**src/rtl/reciprocal_pkg.sv**
```systemverilog
// Shared widths, FSM encoding and saturation constant for the reciprocal arbiter slice.
package reciprocal_pkg;

    localparam int unsigned IN_W   = 16;
    localparam int unsigned OUT_W  = 24;
    localparam int unsigned FRAC_W = 19;

    localparam logic [OUT_W-1:0] RECIP_SAT = 24'hFFFFFF;

    typedef enum logic [1:0] {
        IDLE,
        ISSUE,
        WAIT,
        RESP
    } state_t;

endpackage

```
**src/rtl/rr_arbiter.sv**
```systemverilog
// N-way round-robin arbiter: first asserted request after last_grant wins, with wrap-around.
module rr_arbiter #(
    parameter  int unsigned N     = 4,
    localparam int unsigned IDX_W = $clog2(N)
) (
    input  logic [N-1:0]     req,
    input  logic [IDX_W-1:0] last_grant,
    output logic [N-1:0]     grant,
    output logic [IDX_W-1:0] grant_idx,
    output logic             grant_vld
);

    int unsigned cand;

    always_comb begin
        grant     = '0;
        grant_idx = '0;
        grant_vld = 1'b0;
        cand      = 0;
        // k = N revisits last_grant itself, so a lone repeat requester still wins
        for (int unsigned k = 1; k <= N; k++) begin
            cand = (32'(last_grant) + k) % N;
            if (!grant_vld && req[cand[IDX_W-1:0]]) begin
                grant_vld                = 1'b1;
                grant_idx                = cand[IDX_W-1:0];
                grant[cand[IDX_W-1:0]]   = 1'b1;
            end
        end
    end

endmodule

```
**src/rtl/reciprocal_arbiter.sv**
```systemverilog
// Round-robin front end sharing one reciprocal core between N_REQ requesters,
// with divide-by-zero short-circuit and a watchdog on the core handshake.
module reciprocal_arbiter #(
    parameter  int unsigned N_REQ   = 4,
    parameter  int unsigned IN_W    = 16,
    parameter  int unsigned OUT_W   = 24,
    parameter  int unsigned TIMEOUT = 64,
    localparam int unsigned ID_W    = $clog2(N_REQ),
    localparam int unsigned CNT_W   = $clog2(TIMEOUT) + 1
) (
    input  logic                  clk,
    input  logic                  rst_n,
    input  logic [N_REQ-1:0]      req_valid,
    input  logic [N_REQ*IN_W-1:0] req_data,
    output logic [N_REQ-1:0]      req_ready,
    output logic                  rsp_valid,
    input  logic                  rsp_ready,
    output logic [ID_W-1:0]       rsp_id,
    output logic [OUT_W-1:0]      rsp_data,
    output logic                  rsp_err,
    output logic                  core_start,
    output logic [IN_W-1:0]       core_in,
    input  logic                  core_ready,
    input  logic [OUT_W-1:0]      core_out,
    output logic                  busy
);

    import reciprocal_pkg::*;

    state_t             state_q, state_d;
    logic [ID_W-1:0]    last_grant_q, last_grant_d;
    logic [ID_W-1:0]    rsp_id_q, rsp_id_d;
    logic [IN_W-1:0]    core_in_q, core_in_d;
    logic [OUT_W-1:0]   rsp_data_q, rsp_data_d;
    logic               rsp_err_q, rsp_err_d;
    logic [CNT_W-1:0]   cnt_q, cnt_d;

    logic [N_REQ-1:0]   grant;
    logic [ID_W-1:0]    grant_idx;
    logic               grant_vld;
    logic [IN_W-1:0]    req_op [N_REQ];

    for (genvar g = 0; g < N_REQ; g++) begin : g_unpack
        assign req_op[g] = req_data[g*IN_W +: IN_W];
    end

    rr_arbiter #(.N(N_REQ)) u_rr (
        .req        (req_valid),
        .last_grant (last_grant_q),
        .grant      (grant),
        .grant_idx  (grant_idx),
        .grant_vld  (grant_vld)
    );

    always_comb begin
        state_d      = state_q;
        last_grant_d = last_grant_q;
        rsp_id_d     = rsp_id_q;
        core_in_d    = core_in_q;
        rsp_data_d   = rsp_data_q;
        rsp_err_d    = rsp_err_q;
        cnt_d        = cnt_q;
        req_ready    = '0;
        core_start   = 1'b0;
        rsp_valid    = 1'b0;

        case (state_q)
            IDLE: begin
                // rst_n gate keeps req_ready low while reset is held
                if (grant_vld && rst_n) begin
                    req_ready    = grant;
                    last_grant_d = grant_idx;
                    rsp_id_d     = grant_idx;
                    core_in_d    = req_op[grant_idx];
                    if (req_op[grant_idx] == '0) begin
                        rsp_data_d = '1;
                        rsp_err_d  = 1'b1;
                        state_d    = RESP;
                    end else begin
                        state_d    = ISSUE;
                    end
                end
            end
            ISSUE: begin
                core_start = 1'b1;
                cnt_d      = '0;
                state_d    = WAIT;
            end
            WAIT: begin
                if (core_ready) begin
                    rsp_data_d = core_out;
                    rsp_err_d  = 1'b0;
                    state_d    = RESP;
                end else if (cnt_q == CNT_W'(TIMEOUT - 1)) begin
                    rsp_data_d = '0;
                    rsp_err_d  = 1'b1;
                    state_d    = RESP;
                end else begin
                    cnt_d = cnt_q + 1'b1;
                end
            end
            RESP: begin
                rsp_valid = 1'b1;
                if (rsp_ready) begin
                    state_d = IDLE;
                end
            end
            default: state_d = IDLE;
        endcase
    end

    always_ff @(posedge clk or negedge rst_n) begin
        if (!rst_n) begin
            state_q      <= IDLE;
            last_grant_q <= ID_W'(N_REQ - 1);
            rsp_id_q     <= '0;
            core_in_q    <= '0;
            rsp_data_q   <= '0;
            rsp_err_q    <= 1'b0;
            cnt_q        <= '0;
        end else begin
            state_q      <= state_d;
            last_grant_q <= last_grant_d;
            rsp_id_q     <= rsp_id_d;
            core_in_q    <= core_in_d;
            rsp_data_q   <= rsp_data_d;
            rsp_err_q    <= rsp_err_d;
            cnt_q        <= cnt_d;
        end
    end

    assign rsp_id   = rsp_id_q;
    assign rsp_data = rsp_data_q;
    assign rsp_err  = rsp_err_q;
    assign core_in  = core_in_q;
    assign busy     = (state_q != IDLE);

endmodule

```
**config.mk**
```make
export PLATFORM = sky130hd
export DESIGN_NAME = reciprocal_arbiter
export DESIGN_NICKNAME = d
export VERILOG_FILES = /design/src/rtl/reciprocal_pkg.sv /design/src/rtl/rr_arbiter.sv /design/src/rtl/reciprocal_arbiter.sv
export SDC_FILE = /design/constraint.sdc
export NUM_CORES = 1
export LEC_CHECK = 0
export ABC_CLOCK_PERIOD_IN_PS = 5600
export CAP_MARGIN = 15
export CORE_MARGIN = 2
export CORE_UTILIZATION = 45
export CTS_CLUSTER_DIAMETER = 200
export DETAILED_ROUTE_END_ITERATION = 10
export GPL_ROUTABILITY_DRIVEN = 1
export GPL_TIMING_DRIVEN = 0
export PLACE_DENSITY = 0.89
export SYNTH_ARGS = -nofsm -noshare
export SYNTH_HDL_FRONTEND = slang
export SYNTH_SLANG_ARGS = --single-unit
export TNS_END_PERCENT = 20
```
**constraint.sdc**
```tcl
create_clock -name clk -period 5.6 [get_ports clk]
set_input_delay 1.4 -clock clk [delete_from_list [all_inputs] [get_ports clk]]
set_output_delay 1.4 -clock clk [all_outputs]
set_load 0.05 [all_outputs]
```
==> results.ini <==
[sta]
fmax_ghz = 0.184
finalHoldViolCount = 0
finClkSkew_ps = 5.91
max_slew.worst_pin.slew_ps = 571
period_needed_ps = 5430
tns_ps = 0
layout_setup_ws_ps = 167
setup_viol = 0
maxSlewViolCount = 0
whs_ps = 489
slew_headroom_pct = 62.0
grt_setup_unrepaired = false
finalCritPeriodShare_pct = 97.0

[yosys]
ys_types = 70
syn_inst = 486
synthAdderAreaFrac_pct = 3.76
synth_compound_area_share_pct = 31.2
synth-seq-cells = 54
yosys_warnings = 0
seq_area_frac_synth_pct = 31.3
synthMuxAreaShare_pct = 5.98
synth_xor_area_share_pct = 0.607
yosys.area_share.simple_pct = 21.4
synth_nets = 595
synthFlopType = dfrtp_1
synth_top_area_share_pct = 30.1
synth_area_leader_cell = dfrtp_1
postSynthAreaPerCell_sq_um = 8.91
async_reset_ff_share_pct = 100
synth_edf_count = 0
synthesis.area_sq_um = 4330
synth_top_family_by_area = compound AO/OA/AOI/OAI gates
synth.most_common_cell = nand2_1
yosys-top-cells-count = nand2_1, dfrtp_1, nor2_1
synthTopCellsByArea = dfrtp_1, a2bb2oi_2, nand2_1

[global_routing]
overflow = 0
grt_use_total_pct = 27.7
grt_pass1_wl_um = 22600
grt_start_max_net_pins = 41
grt_pass1_vias = 4578
antenna_found_initial = 0

[cells_and_area]
drive_gt1_share_pct = 14.6
regArea_sq_um = 1350
fillers = 793
nets = 747
multiInputGateArea_sq_um = 2750
area_growth_pct = 40.8
diodes = 0

[route]
drc_errors = 0
wl_per_cell_um = 18.9
first_iter_violations = 412
firstDrtPassIters = 8
vias = 4708
viasPerCell = 6.13
antenna_left = 0
totalWireLength_um = 14500

[power]
switchingPower_mw = 2.32
p_per_area_nw_per_um2 = 715
switching_share_pct = 53.3
power_frac_clock_pct = 6.1
pwr-share-comb_pct = 78.0
ir_worst_vdd_mv = 0.407
seqPwrFrac_pct = 15.8
p_leak_nw = 2.42
p_int_mw = 2.04

[critical_path]
end_kind = output pin
cp.required_ps = 4200
crit_type = reg2out
max_stage_delay_ps = 610
cp_max_fo = 22
crit_family = buffers and inverters
cp_cell_sequence = buf_6 > buf_4 > clkinvlp_4 > clkbuf_4 > ha_1 > clkbuf_4 > mux4_2 > buf_4 > buf_4 > o41a_1 > nand2_4 > a21oi_1 > clkdlybuf4s15_2
cp_slowest_cell = dfstp_2
cp-start-kind = flip-flop
critPathBufInv = 8
cp_data_arrival_time_ps = 4030
cpMostUsedCell = buf_4

[floorplanning]
core_sq_um = 9280
rows = 35
fp.dieArea_sq_um = 10400
pin_count = 146
start_util_pct = 46.6
die_w_um = 102
die_h_um = 102

[cts]
htreeDepth = 2
cts_made_buffers = 5
cts_sinks = 54
ctsLongestPathBuffers = 2
path_clk_slew_ps = 100
clock_latency_ps = 310
root_buffer = clkbuf_8
cts_tree = done

[run_status]
outcome = complete, no violations

[min_path]
hp-class = reg2reg

[placement]
hpwlAfterDp_um = 11500
dp_slack_ps = -998
gp_congestion = 0.976
port_buffers = 142

[job]
drv_cap = 0

[path summary, 6_finish.rpt]
path	start	endpoint	slack (ps)	depth (start not counted)
setup / recovery	last_grant_q[0]	req_ready[2]	170	13
hold / removal	core_in[7]	core_in[7]	490	2
setup reg to reg	last_grant_q[0]	rsp_data[3]	320	18
hold reg to reg	core_in[7]	core_in[7]	490	2
max in group asynchronous	rst_n	rsp_data[5]	4050	2
min in group asynchronous	rst_n	rsp_data[16]	1000	1
[repair_timing]
action	in CTS	in global routing
hold buffers	0	0
setup endpoints to repair	5	25
resized for setup	20	9
pin swaps	2	1
cloned	0	0
setup buffers	2	4
hold endpoints to repair	0	0
[power groups by stage]
| stage | combinational, mW | clock (mW) | sequential [mW] |
|---|---|---|---|
| after CTS | 3.33 | 0.269 | 0.690 |
| after detailed placement | 3.30 | 0 | 0.697 |
| after floorplan | 1.89 | 0 | 1.18 |
| after global routing | 3.62 | 0.285 | 0.709 |
| after global placement | 3.22 | 0 | 0.684 |
| final | 3.40 | 0.268 | 0.690 |
[worst register-to-register path, stage by stage, from the launching register on]
cell,delay (ps)
dfstp_2,610
buf_6,160
buf_4,200
clkinvlp_4,120
clkbuf_4,270
ha_1,390
clkbuf_4,220
mux4_2,320
buf_4,200
nand2_1,160
nand2_1,230
a22o_1,260
nor3b_1,400
nand4_1,250
a2111oi_4,450
a21oi_2,180
nor3b_4,370
buf_4,270
a2bb2oi_1,90
[cells by family after synthesis]
logic type,after synthesis
and+or+nand+nor,187
buffers and inverters,48
adders and majority gates,13
xor gates and xnor gates,3
DFF,54
AOI/OAI and AO/OA,161
muxes,20
[stage by stage]
| stage | util, % | total power [mW] | instance area (sq um) | std cells |
|---|---|---|---|---|
| floorplan | - | 3.08 | 4330 | 486 |
| global placement | 63.7 | 3.91 | 5910 | 757 |
| detailed placement | 63.8 | 4.00 | 5930 | 758 |
| CTS | 65.4 | 4.29 | 6070 | 765 |
| global route | 65.6 | 4.61 | 6090 | 768 |
| finish | 65.6 | 4.36 | 6090 | 768 |
[placed cells by master, fill, tap and decap left out, drive strengths merged, types with 7 or more instances in the layout]
| master | count |
|---|---|
| a211oi | 13 |
| a21oi | 25 |
| a2bb2oi | 24 |
| and3 | 9 |
| buf | 28 |
| clkbuf | 23 |
| clkdlybuf4s50 | 137 |
| dfrtp | 52 |
| ha | 13 |
| inv | 8 |
| mux2 | 7 |
| mux2i | 9 |
| nand2 | 74 |
| nand3 | 29 |
| nor2 | 34 |
| nor3 | 8 |
| o21a | 9 |
| o21ai | 30 |
| o22a | 10 |
[routing by layer]
| metal | up-vias | wire length (um) | track usage (%) |
|---|---|---|---|
| li1 | 2120 | - | - |
| met1 | 2240 | 5600 | 35.0 |
| met2 | 305 | 6850 | 47.3 |
| met3 | 43 | 1640 | 5.20 |
| met4 | 0 | 389 | 10.3 |
| met5 | - | 0 | 0 |
[layout make-up]
type	instances	share of cell area, %
clock inverter	2	0.616
multi-input combinational	384	45.0
buffer	35	3.49
inverter	9	0.616
tap	129	2.65
clock buffer	6	1.19
timing repair buffer	149	24.2
sequential	54	22.2
[sequential cells by signal (all words and copies together), names as in the netlist]
name and cells:
core_in 16, rsp_id 2, rsp_data 24, last_grant_q 2, state_q 2, cnt_q 7
rsp_err 1
Power figures use the tool's default switching activity.
